<file path="src/rtl/ctrl_pkg.sv">
// rtl/ctrl_pkg.sv - shared opcodes, ALU/immediate selectors, FSM states and instruction classes for multicycle_control
package ctrl_pkg;

    localparam logic [6:0] OPC_LOAD     = 7'b0000011;
    localparam logic [6:0] OPC_STORE    = 7'b0100011;
    localparam logic [6:0] OPC_BRANCH   = 7'b1100011;
    localparam logic [6:0] OPC_OP_IMM   = 7'b0010011;
    localparam logic [6:0] OPC_OP       = 7'b0110011;
    localparam logic [6:0] OPC_JAL      = 7'b1101111;
    localparam logic [6:0] OPC_JALR     = 7'b1100111;
    localparam logic [6:0] OPC_LUI      = 7'b0110111;
    localparam logic [6:0] OPC_AUIPC    = 7'b0010111;
    localparam logic [6:0] OPC_MISC_MEM = 7'b0001111;

    localparam logic [1:0] ALU_ADD    = 2'b00;
    localparam logic [1:0] ALU_BRANCH = 2'b01;
    localparam logic [1:0] ALU_FUNCT  = 2'b10;

    typedef enum logic [2:0] {
        IMM_I = 3'd0,
        IMM_S = 3'd1,
        IMM_B = 3'd2,
        IMM_U = 3'd3,
        IMM_J = 3'd4
    } imm_sel_e;

    typedef enum logic [2:0] {
        S_IDLE   = 3'd0,
        S_FETCH  = 3'd1,
        S_DECODE = 3'd2,
        S_EXEC   = 3'd3,
        S_MEM    = 3'd4,
        S_WB     = 3'd5,
        S_TRAP   = 3'd6
    } state_e;

    // ALU covers every register-writing non-memory instruction (OP, OP-IMM,
    // JAL, JALR, LUI, AUIPC); NOP retires straight from EXEC.
    typedef enum logic [2:0] {
        CLS_ALU    = 3'd0,
        CLS_LOAD   = 3'd1,
        CLS_STORE  = 3'd2,
        CLS_BRANCH = 3'd3,
        CLS_NOP    = 3'd4
    } class_e;

endpackage

</file>
<file path="src/rtl/mc_decode_lut.sv">
// rtl/mc_decode_lut.sv - combinational opcode/funct3 lookup to class, alu_op, alu_src, imm_sel and illegal (MC_FENCE_EN)
module mc_decode_lut
    import ctrl_pkg::*;
(
    input  logic [6:0] opcode,
    input  logic [2:0] funct3,
    output class_e     cls,
    output logic [1:0] alu_op,
    output logic       alu_src,
    output imm_sel_e   imm_sel,
    output logic       illegal
);

    always_comb begin
        cls     = CLS_ALU;
        alu_op  = ALU_ADD;
        alu_src = 1'b0;
        imm_sel = IMM_I;
        illegal = 1'b0;
        case (opcode)
            OPC_LOAD: begin
                cls     = CLS_LOAD;
                alu_src = 1'b1;
            end
            OPC_STORE: begin
                cls     = CLS_STORE;
                alu_src = 1'b1;
                imm_sel = IMM_S;
            end
            OPC_BRANCH: begin
                cls     = CLS_BRANCH;
                alu_op  = ALU_BRANCH;
                imm_sel = IMM_B;
            end
            OPC_OP_IMM: begin
                alu_op  = ALU_FUNCT;
                alu_src = 1'b1;
            end
            OPC_OP: begin
                alu_op  = ALU_FUNCT;
            end
            OPC_JAL: begin
                alu_src = 1'b1;
                imm_sel = IMM_J;
            end
            OPC_JALR: begin
                alu_src = 1'b1;
                illegal = (funct3 != 3'b000);
            end
            OPC_LUI, OPC_AUIPC: begin
                alu_src = 1'b1;
                imm_sel = IMM_U;
            end
`ifdef MC_FENCE_EN
            OPC_MISC_MEM: begin
                cls     = CLS_NOP;
            end
`else
            OPC_MISC_MEM: begin
                illegal = 1'b1;
            end
`endif
            default: begin
                illegal = 1'b1;
            end
        endcase
    end

endmodule

</file>
<file path="src/rtl/multicycle_control.sv">
// rtl/multicycle_control.sv - multi-cycle RV32I controller FSM with memory handshakes, timeout and illegal trap (MC_FENCE_EN)
module multicycle_control
    import ctrl_pkg::*;
#(
    parameter int unsigned MEM_TIMEOUT = 15,
    parameter int unsigned TO_W        = 4
) (
    input  logic       clk,
    input  logic       rst,
    input  logic       run,
    input  logic [6:0] opcode,
    input  logic [2:0] funct3,
    input  logic       funct7_5,
    input  logic       imem_ready,
    input  logic       dmem_ready,
    output logic       imem_req,
    output logic       ir_write,
    output logic       dmem_req,
    output logic       pc_write,
    output logic       reg_write,
    output logic       mem_read,
    output logic       mem_write,
    output logic       mem_to_reg,
    output logic       branch,
    output logic [1:0] alu_op,
    output logic       alu_src,
    output logic [2:0] imm_sel,
    output logic       busy,
    output logic       illegal,
    output logic       timeout,
    output logic [2:0] state_o
);

    state_e          state_q, state_d;
    class_e          cls_q, cls_d;
    logic [1:0]      alu_op_q, alu_op_d;
    logic            alu_src_q, alu_src_d;
    imm_sel_e        imm_sel_q, imm_sel_d;
    logic            illegal_q, illegal_d;
    logic            timeout_q, timeout_d;
    logic [TO_W-1:0] to_cnt_q, to_cnt_d;

    class_e          lut_cls;
    logic [1:0]      lut_alu_op;
    logic            lut_alu_src;
    imm_sel_e        lut_imm_sel;
    logic            lut_illegal;

    logic            to_limit;
    state_e          retire_state;

    // funct7_5 goes straight to the ALU control block; nothing here decodes it.
    logic            unused_funct7_5;
    assign unused_funct7_5 = funct7_5;

    mc_decode_lut u_decode_lut (
        .opcode  (opcode),
        .funct3  (funct3),
        .cls     (lut_cls),
        .alu_op  (lut_alu_op),
        .alu_src (lut_alu_src),
        .imm_sel (lut_imm_sel),
        .illegal (lut_illegal)
    );

    // Counter equal to the limit means this is the last wait cycle allowed;
    // a ready in the same cycle still completes the access.
    assign to_limit     = (MEM_TIMEOUT != 0) && (to_cnt_q == TO_W'(MEM_TIMEOUT));
    assign retire_state = run ? S_FETCH : S_IDLE;

    always_comb begin
        state_d    = state_q;
        cls_d      = cls_q;
        alu_op_d   = alu_op_q;
        alu_src_d  = alu_src_q;
        imm_sel_d  = imm_sel_q;
        illegal_d  = illegal_q;
        timeout_d  = timeout_q;
        to_cnt_d   = '0;

        imem_req   = 1'b0;
        ir_write   = 1'b0;
        dmem_req   = 1'b0;
        pc_write   = 1'b0;
        reg_write  = 1'b0;
        mem_read   = 1'b0;
        mem_write  = 1'b0;
        mem_to_reg = 1'b0;
        branch     = 1'b0;
        alu_op     = ALU_ADD;
        alu_src    = 1'b0;
        imm_sel    = IMM_I;

        case (state_q)
            S_IDLE: begin
                if (run) begin
                    state_d = S_FETCH;
                end
            end
            S_FETCH: begin
                imem_req = 1'b1;
                if (imem_ready) begin
                    ir_write = 1'b1;
                    state_d  = S_DECODE;
                end else if (to_limit) begin
                    timeout_d = 1'b1;
                    state_d   = S_TRAP;
                end else begin
                    to_cnt_d = to_cnt_q + TO_W'(1);
                end
            end
            S_DECODE: begin
                cls_d     = lut_cls;
                alu_op_d  = lut_alu_op;
                alu_src_d = lut_alu_src;
                imm_sel_d = lut_imm_sel;
                if (lut_illegal) begin
                    illegal_d = 1'b1;
                    state_d   = S_TRAP;
                end else begin
                    state_d = S_EXEC;
                end
            end
            S_EXEC: begin
                alu_op  = alu_op_q;
                alu_src = alu_src_q;
                imm_sel = imm_sel_q;
                case (cls_q)
                    CLS_BRANCH: begin
                        // pc_write is qualified by the compare result in the datapath.
                        branch   = 1'b1;
                        pc_write = 1'b1;
                        state_d  = retire_state;
                    end
                    CLS_NOP: begin
                        pc_write = 1'b1;
                        state_d  = retire_state;
                    end
                    CLS_LOAD, CLS_STORE: begin
                        state_d = S_MEM;
                    end
                    default: begin
                        state_d = S_WB;
                    end
                endcase
            end
            S_MEM: begin
                alu_op    = alu_op_q;
                alu_src   = alu_src_q;
                imm_sel   = imm_sel_q;
                dmem_req  = 1'b1;
                mem_read  = (cls_q == CLS_LOAD);
                mem_write = (cls_q == CLS_STORE);
                if (dmem_ready) begin
                    if (cls_q == CLS_LOAD) begin
                        state_d = S_WB;
                    end else begin
                        pc_write = 1'b1;
                        state_d  = retire_state;
                    end
                end else if (to_limit) begin
                    timeout_d = 1'b1;
                    state_d   = S_TRAP;
                end else begin
                    to_cnt_d = to_cnt_q + TO_W'(1);
                end
            end
            S_WB: begin
                alu_op     = alu_op_q;
                alu_src    = alu_src_q;
                imm_sel    = imm_sel_q;
                reg_write  = 1'b1;
                pc_write   = 1'b1;
                mem_to_reg = (cls_q == CLS_LOAD);
                state_d    = retire_state;
            end
            S_TRAP: begin
                state_d = S_TRAP;
            end
            default: begin
                state_d = S_IDLE;
            end
        endcase
    end

    always_ff @(posedge clk) begin
        if (rst) begin
            state_q   <= S_IDLE;
            cls_q     <= CLS_ALU;
            alu_op_q  <= ALU_ADD;
            alu_src_q <= 1'b0;
            imm_sel_q <= IMM_I;
            illegal_q <= 1'b0;
            timeout_q <= 1'b0;
            to_cnt_q  <= '0;
        end else begin
            state_q   <= state_d;
            cls_q     <= cls_d;
            alu_op_q  <= alu_op_d;
            alu_src_q <= alu_src_d;
            imm_sel_q <= imm_sel_d;
            illegal_q <= illegal_d;
            timeout_q <= timeout_d;
            to_cnt_q  <= to_cnt_d;
        end
    end

    assign busy    = (state_q != S_IDLE) && (state_q != S_TRAP);
    assign illegal = illegal_q;
    assign timeout = timeout_q;
    assign state_o = state_q;

endmodule

</file>
<file path="config.mk">
export PLATFORM = sky130hd
export DESIGN_NAME = multicycle_control
export DESIGN_NICKNAME = d
export VERILOG_FILES = /design/src/rtl/ctrl_pkg.sv /design/src/rtl/mc_decode_lut.sv /design/src/rtl/multicycle_control.sv
export SDC_FILE = /design/constraint.sdc
export NUM_CORES = 1
export LEC_CHECK = 0
export ABC_AREA = 1
export ABC_CLOCK_PERIOD_IN_PS = 1500
export BUFFER_PORTS_ARGS = -buffer_cell sky130_fd_sc_hd__buf_2
export CAP_MARGIN = 20
export CELL_PAD_IN_SITES_DETAIL_PLACEMENT = 0
export CELL_PAD_IN_SITES_GLOBAL_PLACEMENT = 1
export CORE_MARGIN = 2
export CORE_UTILIZATION = 33
export DETAILED_ROUTE_END_ITERATION = 10
export GPL_TIMING_DRIVEN = 1
export HOLD_SLACK_MARGIN = 0.05
export PLACE_DENSITY_LB_ADDON = 0.1
export RECOVER_POWER = 25
export SLEW_MARGIN = 25
export SYNTH_ARGS = -nofsm -noshare
export SYNTH_HDL_FRONTEND = slang
export SYNTH_SLANG_ARGS = --single-unit
</file>
<file path="constraint.sdc">
create_clock -name clk -period 1.5 [get_ports clk]
set_input_delay 0.225 -clock clk [delete_from_list [all_inputs] [get_ports clk]]
set_output_delay 0.225 -clock clk [all_outputs]
set_load 0.05 [all_outputs]
</file>
==> out/metrics.yaml <==
floorplanning:
  die_w_um: 61.5
  io_pins: 37
  fp.dieH_um: 61.5
  dieArea_um2: 3780
  initial_utilization_pct: 35.2
  rows: 20
  core_area_um2: 3100
timing:
  worst_pin_slew_ns: 0.595
  worst_slack_ns: -0.0914
  fmax_ghz: 0.628
  setup_violations: 8
  hold_viol: 0
  rsz0062_at_grt: "true"
  maxSlewViolCount: 0
  period_share_pct: 106
  holdWs_ns: 0.193
  min_period_ns: 1.59
  fin_skew_ns: 0.00288
  relSlewSlack_pct: 60.5
setup_path:
  critical_path.endpoint: "pc_write"
  critical_path_arrival_ns: 1.37
  path_buf_inv: 3
  critPathCaptureType: "output pin"
  crit_path_start: "state_o[1]"
  crit_type: "flip-flop to output pin"
  reg2reg_depth: 12
  slowest_stage: "dfxtp_4"
  r2r-end: "state_o[2]"
  worstPathRequired_ns: 1.27
  critPathTopFamily: "flip-flops"
  rrSetupSlack_ns: 0.01
  r2r-start: "cls_q[1]"
  startpoint_type: "flip-flop"
  crit_cells: 6
  crit_path_cell_trace: "inv_4 -> nand2_4 -> nor2_4 -> inv_2 -> o211ai_1 -> buf_4"
  slowest_delay_ns: 0.39
  worstPathMaxFanout: 5
logic_synthesis:
  synth.area.mux_share_pct: 0
  netlist_area_um2: 1090
  synthTopCellsByArea: "dfxtp_1 (31%), inv_1 (12%), nor2_1 (10%)"
  synth_ff_type: "dfxtp_1"
  ys_seq_area_share_pct: 31.2
  synth_top_cell_area_share_pct: 31.2
  netlist_instances: 167
  synthAdderAreaFrac_pct: 4.59
  synth_most_common_cell: "inv_1"
  synth_common_cells: "inv_1 (34), nor2_1 (30), nand2_1 (22)"
  synth_area_per_cell_um2: 6.53
  synth-compound-area-share_pct: 12.8
  synth-seq-cells: 17
  synth-simple-area-share_pct: 35.0
  synth_edf_count: 0
  synth_top_area_cell: "dfxtp_1"
  synthArstFlopShare_pct: 0
  synth_fp_nets: 187
  synth_top_family_by_area: "simple AND/OR/NAND/NOR gates"
  ys_types: 28
  yosysWarnings: 0
  synthXorXnorAreaFrac_pct: 1.61
cells_and_area:
  nets: 240
  diodes: 0
  drive_above_1_share_pct: 41.1
  fin_area_um2: 1700
  syn_to_final_growth_pct: 55.8
power_and_ir_drop:
  peakVddDrop_mv: 0.578
  power_mw: 2.07
  p_leak_nw: 0.794
  powerDensity_nw_per_um2: 1220
min_path:
  hp-start: "rst"
  min_path_type: "input port to flip-flop"
route:
  drc: 0
  post_drt_wl_per_cell_um: 10.5
  drtIter0Drc: 42
  vias: 1179
  via_per_inst: 4.48
  firstDrtPassIters: 4
  ant_nets: 0
  wl_um: 2760
placement:
  pre_cts_ws_ns: 0.115
  portBuffers: 35
  place_area_um2: 1430
  dpl.hpwl_um: 2080
  routabilityCongestion: 0.862
clock_network:
  cts_buffer_depth: 2
  clock-sinks: 17
  ctsHoldBuffers: 0
  cts_htree_levels: 1
  clockRootBuffer: "clkbuf_4"
  cts_tree: "yes"
  clk_latency_ns: 0.28
  cts_buffers: 3
  cts.clk_slew.worst_paths_ns: 0.10
global_routing:
  gr-total-overflow: 0
  grt_pass1_wl_um: 4370
  track_usage_pct: 15.4
  grt_max_degree: 17
  grt_pass1_vias: 1053
  antenna_found_initial: 0
run:
  cap_violations: 0
run_status:
  violations: "negative setup slack"
  status: "finished, violations left"
## sequential cells by signal, summed over array words and instances, names as in the netlist
signal,count
alu_op_q,2
alu_src_q,1
cls_q,2
illegal,1
imm_sel_q,3
state_o,3
timeout,1
to_cnt_q,4
## metal layers
layer / up-vias / routed length (um) / global-route usage [%]
met3: 2 / 113 / 3.36
met4: 0 / 15 / 3.65
met5: - / 0 / 0
met1: 521 / 1210 / 18.8
li1: 633 / - / -
met2: 23 / 1420 / 27.4
## logic make-up (layout without fill, tap and decap cells)
logic type,count (synthesis),in the layout
and+or+nand+nor,80,80
adders and majority gates,4,4
buffers and inverters,40,92
DFF,17,17
xor gates and xnor gates,2,2
AOI/OAI and AO/OA,24,24
## layout by cell type, fill, tap and decap left out, types with 2 or more instances in the layout
cell       n
inv_1     29
nand2_1   20
nor2_1    20
buf_2     18
buf_4     16
nand3_1   14
dfxtp_1   12
buf_6     12
nor2_4    10
a21oi_1    8
inv_4      5
o21ai_0    5
inv_2      4
dfxtp_4    4
nand2_4    3
nand2_2    3
o211ai_1   3
a31oi_1    3
clkbuf_4   3
clkbuf_1   3
o21bai_1   2
nand4_1    2
o21ai_1    2
nor3_1     2
ha_4       2
## report_power, final
part | switching (mW) | internal (mW)
Sequential | 0.0892 | 0.540
Clock | 0.143 | 0.103
Combinational | 0.755 | 0.436
Total | 0.987 | 1.08
## timing repair
item	in CTS	in global routing
setup buffers	10	2
resized for setup	38	16
pin swaps	7	9
setup endpoints to repair	13	16
## how the worst min path moves through the flow
stage | endpoint | slack (ns) | cells past startpoint
6_report | state_o[2] | 0.19 | 2
2_1_floorplan | state_o[2] | 0.28 | 1
4_1_cts | state_o[2] | 0.19 | 2
5_1_grt | state_o[2] | 0.19 | 2
3_5_place_dp | to_cnt_q[0] | 0.44 | 1
3_3_place_gp | to_cnt_q[0] | 0.43 | 1
## worst reg2reg max path: cells and delay by family (launching register included)
family                     cells  cell delay [ns]
adders and majority gates      1             0.16
buffers and inverters          6             0.57
AOI/OAI and AO/OA              1             0.07
and+or+nand+nor                4             0.27
DFF                            1             0.34
## final cells by class
type | instances | area [um^2]
inverters | 38 | 155
well taps | 44 | 55.1
flip-flops and latches | 17 | 357
fillers | 326 | 1400
clock buffers | 4 | 26.3
repair buffers | 50 | 388
multi-input cells | 110 | 719
## through the flow
stage	cells	TNS (ns)	util (%)
finish	263	-0.438	54.8
global route	263	-1.14	54.8
CTS	262	-0.450	52.8
detailed placement	248	0	46.2
global placement	248	0	46.2
floorplan	167	-2.12	-
(Power assumes the default switching activity.)
